$ cat src/rtl/taitosj_pkg.sv
`default_nettype none
// ============================================================================
//  Module      : taitosj_pkg
//  Description : Shared types and constants for the Taito SJ hiscore RAM
//                arbiter (state encoding, default pause guard interval).
//  Revision    : 1.0 - initial release
// ============================================================================
package taitosj_pkg;

    // Arbiter states, explicitly encoded in two bits
    typedef enum logic [1:0] {
        IDLE    = 2'd0,
        REQ     = 2'd1,
        GRANT   = 2'd2,
        RELEASE = 2'd3
    } hs_arb_state_t;

    // Default number of cycles the CPU pause is held after hiscore access ends
    localparam int HS_GUARD_DEFAULT = 4;

    // Width of the guard counter (GUARD is limited to 1..15)
    localparam int HS_GUARD_W = 4;

endpackage
`default_nettype wire

$ cat src/rtl/taitosj_hs_ram_arbiter.sv
`default_nettype none
// ============================================================================
//  Module      : taitosj_hs_ram_arbiter
//  Description : Shares the main-CPU work RAM port between the Z80 bus and
//                the hiscore save/restore engine. The hiscore side only gets
//                the RAM mux after the CPU confirms it is halted; the pause is
//                held for a guard interval after the hiscore side lets go.
//  Revision    : 1.0 - initial release
// ============================================================================
module taitosj_hs_ram_arbiter
    import taitosj_pkg::*;
#(
    parameter int AW    = 16,
    parameter int DW    = 8,
    parameter int GUARD = HS_GUARD_DEFAULT
) (
    input  logic          clk_sys,
    input  logic          reset,
    input  logic [AW-1:0] cpu_addr,
    input  logic [DW-1:0] cpu_din,
    input  logic          cpu_we,
    output logic [DW-1:0] cpu_dout,
    input  logic          cpu_halted,
    output logic          pause_req,
    input  logic [AW-1:0] hs_address,
    input  logic [DW-1:0] hs_data_in,
    input  logic          hs_write,
    input  logic          hs_access_read,
    input  logic          hs_access_write,
    output logic [DW-1:0] hs_data_out,
    output logic          hs_granted,
    output logic [AW-1:0] ram_addr,
    output logic [DW-1:0] ram_din,
    output logic          ram_we,
    input  logic [DW-1:0] ram_dout
);

    // Value loaded into the guard counter on entry to RELEASE; the counter
    // then counts GUARD-1 .. 0, giving GUARD cycles of held pause.
    localparam logic [HS_GUARD_W-1:0] c_guard_load = HS_GUARD_W'(GUARD - 1);

    hs_arb_state_t         r_state;
    hs_arb_state_t         w_state_next;
    logic [HS_GUARD_W-1:0] r_guard_cnt;
    logic [HS_GUARD_W-1:0] w_guard_next;
    logic                  r_pause_req;
    logic                  r_hs_granted;
    logic                  r_granted_d1;
    logic [DW-1:0]         r_hs_data_out;
    logic                  w_intent;

    assign w_intent    = hs_access_read | hs_access_write;
    assign pause_req   = r_pause_req;
    assign hs_granted  = r_hs_granted;
    assign hs_data_out = r_hs_data_out;
    assign cpu_dout    = ram_dout;

    // Next-state and guard counter logic
    always_comb begin
        w_state_next = r_state;
        w_guard_next = r_guard_cnt;
        case (r_state)
            IDLE: begin
                if (w_intent) begin
                    w_state_next = REQ;
                end
            end
            REQ: begin
                // Losing intent wins over a simultaneous halt: no grant
                if (!w_intent) begin
                    w_state_next = RELEASE;
                    w_guard_next = c_guard_load;
                end else if (cpu_halted) begin
                    w_state_next = GRANT;
                end
            end
            GRANT: begin
                // A halt that drops here is tolerated; access runs to completion
                if (!w_intent) begin
                    w_state_next = RELEASE;
                    w_guard_next = c_guard_load;
                end
            end
            RELEASE: begin
                // Saturating decrement so the counter never wraps
                if (r_guard_cnt != '0) begin
                    w_guard_next = r_guard_cnt - 1'b1;
                end
                // Re-request goes back through REQ so the halt is re-confirmed
                if (w_intent) begin
                    w_state_next = REQ;
                end else if (r_guard_cnt == '0) begin
                    w_state_next = IDLE;
                end
            end
            default: begin
                w_state_next = IDLE;
            end
        endcase
    end

    // State, guard counter, registered handshake outputs and hiscore read data
    always_ff @(posedge clk_sys) begin
        if (reset) begin
            r_state       <= IDLE;
            r_guard_cnt   <= '0;
            r_pause_req   <= 1'b0;
            r_hs_granted  <= 1'b0;
            r_granted_d1  <= 1'b0;
            r_hs_data_out <= '0;
        end else begin
            r_state      <= w_state_next;
            r_guard_cnt  <= w_guard_next;
            r_pause_req  <= (w_state_next != IDLE);
            r_hs_granted <= (w_state_next == GRANT);
            r_granted_d1 <= r_hs_granted;
            // RAM read data for a granted address arrives one cycle later
            if (r_granted_d1) begin
                r_hs_data_out <= ram_dout;
            end
        end
    end

    // RAM port mux, selected purely from registered state
    always_comb begin
        if (r_hs_granted) begin
            ram_addr = hs_address;
            ram_din  = hs_data_in;
            ram_we   = hs_write;
        end else begin
            ram_addr = cpu_addr;
            ram_din  = cpu_din;
            // CPU writes are blocked while the pause is being released
            ram_we   = (r_state == RELEASE) ? 1'b0 : cpu_we;
        end
    end

endmodule
`default_nettype wire

$ cat config.mk
export PLATFORM = sky130hd
export DESIGN_NAME = taitosj_hs_ram_arbiter
export DESIGN_NICKNAME = d
export VERILOG_FILES = /design/src/rtl/taitosj_pkg.sv /design/src/rtl/taitosj_hs_ram_arbiter.sv
export SDC_FILE = /design/constraint.sdc
export NUM_CORES = 1
export LEC_CHECK = 0
export CAP_MARGIN = 25
export CORE_MARGIN = 2
export CORE_UTILIZATION = 28
export DETAILED_ROUTE_END_ITERATION = 10
export MAX_ROUTING_LAYER = met4
export PLACE_DENSITY = 0.82
export SLEW_MARGIN = 20
export SYNTH_ARGS = -nofsm -noshare
export SYNTH_HDL_FRONTEND = slang
export SYNTH_SLANG_ARGS = --single-unit
$ cat constraint.sdc
create_clock -name clk_sys -period 1.4 [get_ports clk_sys]
set_input_delay 0.21 -clock clk_sys [delete_from_list [all_inputs] [get_ports clk_sys]]
set_output_delay 0.21 -clock clk_sys [all_outputs]
set_load 0.05 [all_outputs]
Word-level counts from Yosys, hierarchy flattened --
Index checks and enable logic that the tools add are counted.
Cells by class: add/subtract/negate cells 1, equality and inequality tests 6, mux-type cells 14, bitwise operators 1, reductions and logical operators 7
Operators by type and width (number):
- $mux 16 | 1
- $mux 2 | 6
- $mux 4 | 2
- $mux 8 | 1
- $pmux 2 s4 | 1
- $pmux 4 s2 | 1
- $eq 2x2->1 const B | 3
- $logic_not 4->1 | 1
- $ne 2x2->1 const B | 2
- $reduce_bool 2->1 | 2
- $reduce_bool 4->1 | 1
- $sub 4x1->4 const B | 1
- $reduce_and 3->1 | 1
- $eq 2x1->1 const B | 1
- $logic_not 2->1 | 1
- $mux 1 | 2
- $reduce_or 2->1 | 1
- $or 1x1->1 | 1
Word-level totals: bits in registers 17, output and inout bits 43, logic and storage cells 35

Longest topological paths before layout --
Gate-level depths: netlist of the first run.
depth in word-level cells 5, mapped depth 6, gate-level depth less buffers 6

Worst setup path before layout of the first run --
Ideal clock, no wire load.
path type reg-to-output, start register r_hs_granted (netlist: hs_granted), end output ram_addr[0], arrival time 1.590 ns, data required time 1.190 ns, setup slack -0.400 ns, cell stages (with the launch flop) 4, path buffers 2, cells stage by stage dfxtp_1 buf_2 buf_2 mux2_2
Between the ends: longest elaborated chain between the ends 1
Ends and longest elaborated chain:
- from (decl) | line taitosj_hs_ram_arbiter.sv:47 | logic r_hs_granted;
- from (signal assigned) | line taitosj_hs_ram_arbiter.sv:115 | r_hs_granted <= (w_state_next == GRANT);
- $mux 16 | line taitosj_hs_ram_arbiter.sv:126 | if (r_hs_granted) begin
- to (decl) | line taitosj_hs_ram_arbiter.sv:32 | output logic [AW-1:0] ram_addr,
No other way between the ends.

Worst setup path in the final report of the first run --
start register r_hs_granted (netlist: hs_granted), end output ram_addr[12]
Same word-level chain as after synthesis.

==> run_results.csv, run 1 <==
group,metric,value,unit
finish,area.sequential,354,um^2
critical_path,r2r_cells,6,
critical_path,cp_max_fo,7,
placement,gp_congestion,0.955,
status,failed_checks,"negative setup slack",
route,antenna_left,0,
route,dr.pass1.iters,3,
pwr,clkPwrFrac,0.161,
clocking,cts_inserted_buffers,3,
critical_path,max_stage_delay,420,ps
critical_path,worstReg2RegStart,"r_state[1]",
die,num_rows,23,
sta,setup_violations,26,
pwr,p_int,1450,uW
synthesis,synthCells,123,
pwr,leakagePower,0.00121,uW
sta,period_share,1.06,
sta,final_hold_viol_count,0,
synthesis,synth_compound_area_frac,0.141,
global_routing,grt_max_degree,15,
synthesis,synthTopCellsByArea,"dfxtp_1, mux2_2, mux2i_1",
sta,whs,546,ps
route,wl,4870,um
synthesis,yosysTopAreaCell,"dfxtp_1",
synthesis,syn_avg_cell_area,9.84,um^2
clocking,path_clk_slew,70,ps
clocking,clock_sinks,17,
finish,fillers,278,
placement,place_ws,-284,ps
sta,fin_ws,-89.1,ps
synthesis,synth_cell_types,33,
clocking,cts_tree,"built",
route,wl_per_cell,16.6,um
finish,final_nets,313,
die,die_x,69.7,um
die,die_h,69.7,um
critical_path,critPathLaunch,"hs_granted",
sta,skew,5.98,ps
critical_path,start_kind,"flop",
clocking,root_buffer,"clkbuf_8",
synthesis,ys_warn_count,0,
pwr,power_frac_seq,0.246,
synthesis,synth_top_area_frac,0.281,
global_routing,grtUsageTotal,0.195,
synthesis,synth_mux_area_frac,0.290,
critical_path,cp.arrival,1280,ps
synthesis,synth_xor_area_frac,0,
die,core_area,0.00409,mm^2
synthesis,ys_seq_area_frac,0.281,
pwr,power,2290,uW
route,first_iter_violations,25,
route,post-route-drc-count,0,
critical_path,worstPathCellList,"buf_6 -> mux2_4 -> buf_6",
finish,final_cell_mix,"clkdlybuf4s50_1, mux2_4, buf_4",
hold_path,min_from,"r_guard_cnt[0]",
critical_path,crit_top_cell,"buf_6",
pwr,p_sw_frac,0.366,
sta,max_freq,0.672,GHz
critical_path,critPathKind,"flop to output port",
placement,dp_hpwl,3530,um
global_routing,grt_pass1_vias,1429,
pwr,p_sw,838,uW
synthesis,synthSimpleGateAreaFrac,0.133,
critical_path,crit_path_top_delay_cell,"dfxtp_4",
die,dieArea,0.00486,mm^2
synthesis,syn_nets,191,
clocking,clockBufferDepth,2,
finish,multi_input_area,947,um^2
global_routing,grt_pass1_wl,7370,um
hold_path,hold_path.class,"flop to flop",
critical_path,end_kind,"output port",
finish,antenna_cells,0,
pwr,peakVddDrop,0.423,mV
sta,worstMarginPinSlew,473,ps
route,vias,1385,
die,start_util,0.296,
critical_path,required,1190,ps
pwr,combPwrFrac,0.592,
synthesis,synth_area,0.00121,mm^2
placement,place_area,0.00259,mm^2
global_routing,antenna_found_initial,0,
clocking,htreeDepth,1,
sta,rsz0062_at_grt,"yes",
status,status,"finished, violations left",
sta,maxSlewViolCount,0,
synthesis,synth_top_family_by_area,"multiplexers",
job,cap_violations,0,
hold_path,hold_path_depth,2,
finish,drive_gt1_frac,0.525,
placement,portBuffers,105,
synthesis,synth-seq-cells,17,
sta,slew_headroom,0.684,
route,via_per_inst,4.71,
die,ioPinCount,106,
finish,stdcell_area,0.00295,mm^2
synthesis,synth_fa_ha_area_frac,0.0517,
pwr,powerDensity,777,mW/mm^2
sta,finalCriticalPeriod,1490,ps
global_routing,grt_overflow_total,0,
finish,final_common_cell,"clkdlybuf4s50_1",
clocking,holdBufCountCts,0,
clocking,clock_latency,250,ps
finish,synthToLayoutAreaGrowth,144,%
-- final timing paths --
path         slack [ps]              to
min                 550  r_guard_cnt[0]
min reg2reg         550  r_guard_cnt[0]
max                 -90    ram_addr[12]
max reg2reg         -20       pause_req
-- what timing repair did --
item                       4_1_cts  5_1_grt
setup buffers                    5        1
pin swaps                       10        8
resized for setup               65        5
setup endpoints to repair       32       31
-- power by group through the flow --
stage                     Sequential [uW]  Clock [uW]  Combinational (uW)
after global placement                560           0                1120
after detailed placement              560           0                1150
final                                 564         369                1360
after CTS                             564         375                1330
after floorplan                       589           0                 595
after global routing                  567         401                1430
-- flip-flops by register name (all words and copies together), names as in the netlist --
signal and count:
r_state 2, hs_data_out 8, pause_req 1, r_granted_d1 1
r_guard_cnt 4, hs_granted 1
-- stage by stage --
stage,utilization,instances,TNS (ps)
floorplan,-,123,0
global placement,0.634,284,-1390
detailed placement,0.634,284,-1770
CTS,0.716,293,-2250
global route,0.722,294,-2880
finish,0.722,294,-2020
-- cell type report --
type | count | area share
clock buffers | 3 | 0.0140
clock inverters | 1 | 0.00170
inverters | 6 | 0.00933
multi-input cells | 86 | 0.321
flip-flops and latches | 17 | 0.120
well taps | 50 | 0.0212
repair buffers | 131 | 0.513
-- kinds of logic (layout without fill, tap and decap cells) --
logic type,after synthesis,in the layout
adder cells (fa/ha/maj),5,5
buffers and inverters,20,141
AND/OR/NAND/NOR,32,32
multiplexers,32,32
AO/OA/AOI/OAI,17,17
flip-flops,17,17
-- Yosys cell counts --
master / number
buf_4: 8
a22o_1: 1
or3_1: 1
nor3b_2: 1
a221oi_4: 1
a21oi_2: 1
a21bo_1: 1
o221ai_1: 1
mux2_2: 24
buf_6: 2
inv_1: 6
ha_1: 5
nand2b_1: 3
dfxtp_1: 17
and2_2: 1
nor2_1: 16
nor2b_1: 3
nor3_1: 2
o21ai_1: 1
a32o_1: 1
a2bb2oi_1: 1
a211oi_2: 3
nor3b_1: 1
o21ai_0: 1
or2_1: 1
nand4_1: 1
a21oi_1: 1
o21bai_1: 1
nand2_1: 2
a41oi_2: 1
buf_2: 4
mux2i_1: 8
o22ai_1: 2
-- routing by layer --
layer	track usage	vias up	share of wire
met5	-	-	0
met1	0.222	650	0.39
met2	0.356	58	0.53
met3	0.0422	6	0.070
met4	0.0321	0	0.0080
li1	-	671	-
-- critical path: cells and delay by family, from the launching register on --
family                 cells  cell delay [ps]
buffers and inverters      2              300
multiplexers               1              310
flip-flops                 1              420
Note: power is estimated with default switching activity, not from simulation.
==> run 2, diff against run 1 <==
--- a/config.mk
+++ b/config.mk
@@ -6,6 +6,7 @@
 export NUM_CORES = 1
 export LEC_CHECK = 0
 export CAP_MARGIN = 25
+export CORE_ASPECT_RATIO = 1.2
 export CORE_MARGIN = 2
 export CORE_UTILIZATION = 28
 export DETAILED_ROUTE_END_ITERATION = 10
==> run 2 against run 1 <==
The flow still finishes with violations (negative setup slack). Total power decreased by 0.38%. Critical path type unchanged. Core utilization decreased by 1.6 points. Largest power group unchanged. Sequential power barely moved.
==> run_results.csv, run 2 (synthesized netlist as in run 1, its figures left out) <==
group,metric,value,unit
die,core_area,0.00420,mm^2
critical_path,crit_path_top_delay_cell,"dfxtp_4",
clocking,path_clk_slew,70,ps
sta,final_hold_viol_count,0,
finish,multi_input_area,935,um^2
global_routing,grt_pass1_wl,6710,um
sta,fin_ws,-122,ps
sta,skew,0.711,ps
finish,synthToLayoutAreaGrowth,145,%
clocking,htreeDepth,1,
placement,dp.cells,285,
status,status,"finished, violations left",
critical_path,critPathKind,"flop to output port",
sta,period_share,1.09,
critical_path,cp_max_fo,7,
critical_path,max_stage_delay,420,ps
sta,max_freq,0.657,GHz
route,first_iter_violations,60,
die,start_util,0.288,
placement,gp_congestion,0.817,
finish,largest_reg_flops,8,
route,post-route-drc-count,0,
global_routing,grt_overflow_total,0,
global_routing,grt_pass1_vias,1427,
die,num_rows,26,
global_routing,grt_max_degree,16,
sta,worstMarginPinSlew,489,ps
finish,fillers,256,
global_routing,grtUsageTotal,0.178,
placement,place_ws,-284,ps
finish,antenna_cells,0,
sta,maxSlewViolCount,0,
sta,tns,-2440,ps
clocking,root_buffer,"clkbuf_8",
critical_path,worstPathCellList,"clkbuf_16 -> mux2_4 -> buf_6",
pwr,leakagePower,0.00120,uW
finish,final_common_cell,"clkdlybuf4s50_1",
route,wl,4810,um
die,dieArea,0.00487,mm^2
sta,rsz0062_at_grt,"yes",
sta,whs,553,ps
clocking,clock_latency,250,ps
critical_path,end_kind,"output port",
job,cap_violations,0,
critical_path,required,1190,ps
die,die_x,64.0,um
clocking,holdBufCountCts,0,
route,via_per_inst,4.68,
route,dr.pass1.iters,4,
finish,drive_gt1_frac,0.500,
pwr,powerDensity,770,mW/mm^2
critical_path,start_kind,"flop",
clocking,cts_inserted_buffers,3,
global_routing,antenna_found_initial,0,
sta,finalCriticalPeriod,1520,ps
finish,final_nets,309,
clocking,clock_sinks,17,
route,antenna_left,0,
clocking,cts_tree,"built",
finish,instances_no_fill,296,
critical_path,cp.arrival,1310,ps
pwr,peakVddDrop,0.331,mV
sta,slew_headroom,0.674,
hold_path,hold_path.class,"flop to flop",
die,die_h,76.0,um
status,failed_checks,"negative setup slack",
die,ioPinCount,106,
finish,final_core_util,0.706,
placement,portBuffers,105,
finish,final_cell_mix,"clkdlybuf4s50_1, mux2_4, buf_6, buf_12",
clocking,clockBufferDepth,2,
finish,area.sequential,354,um^2
sta,setup_violations,27,
placement,dp_hpwl,3380,um
critical_path,r2r_slack,-10,ps
route,vias,1386,
route,wl_per_cell,16.3,um
-- run 2: cell count changes in the layout (fill, tap and decap cells not counted) --
cell and change:
nor3b_1 +1, nor2_1 +3, buf_4 -8, buf_6 +2, buf_8 -1, nor3b_2 -1, buf_12 +1, clkbuf_16 +2
nor2_2 -3
-- run 2: cell type report --
cell class	instances	share of cell area
Sequential cell	17	0.120
Timing Repair Buffer	127	0.516
Clock inverter	1	0.00169
Tap cell	56	0.0236
Multi-Input combinational cell	86	0.315
Inverter	6	0.00929
Clock buffer	3	0.0139
-- run 2: final timing paths --
check | from | to | cells after the start
min | hs_data_out[0] | hs_data_out[0] | 2
min reg2reg | hs_data_out[0] | hs_data_out[0] | 2
max reg2reg | r_guard_cnt[0] | r_guard_cnt[0] | 7
max | hs_granted | ram_addr[14] | 3
-- run 2: report_power, final --
group / internal (uW) / switching, uW
combinational: 729 / 620
clock: 198 / 173
sequential: 521 / 40.9
total: 1450 / 834
-- run 2: critical path, delay by kind of cell (launching register included) --
kind | cells | cell delay, ps
flip-flops | 1 | 420
multiplexers | 1 | 310
buffers and inverters | 2 | 330
-- run 2: what timing repair did --
| item | CTS | global route |
|---|---|---|
| buffers inserted | 3 | 2 |
| pin swaps | 9 | 9 |
| gates resized for setup | 40 | 26 |
| setup endpoints to repair | 30 | 31 |
| cloned | 0 | 2 |
-- run 2: layer usage --
metal  up-vias  global-route usage  part of all wire  wire, um
met1       649               0.168              0.35      1700
li1        663                   -                 -         -
met4         0              0.0522             0.017        84
met3         9              0.0532             0.085       407
met2        65               0.338              0.54      2620
met5         -                   -                 0         0
-- run 2: metrics by stage --
| stage | instance area [um^2] | power (uW) |
|---|---|---|
| after detailed placement | 2560 | 1670 |
| final | 2960 | 2280 |
| after global placement | 2560 | 1650 |
| after global routing | 2960 | 2380 |
| after CTS | 2790 | 2150 |
| after floorplan | 1300 | 1180 |
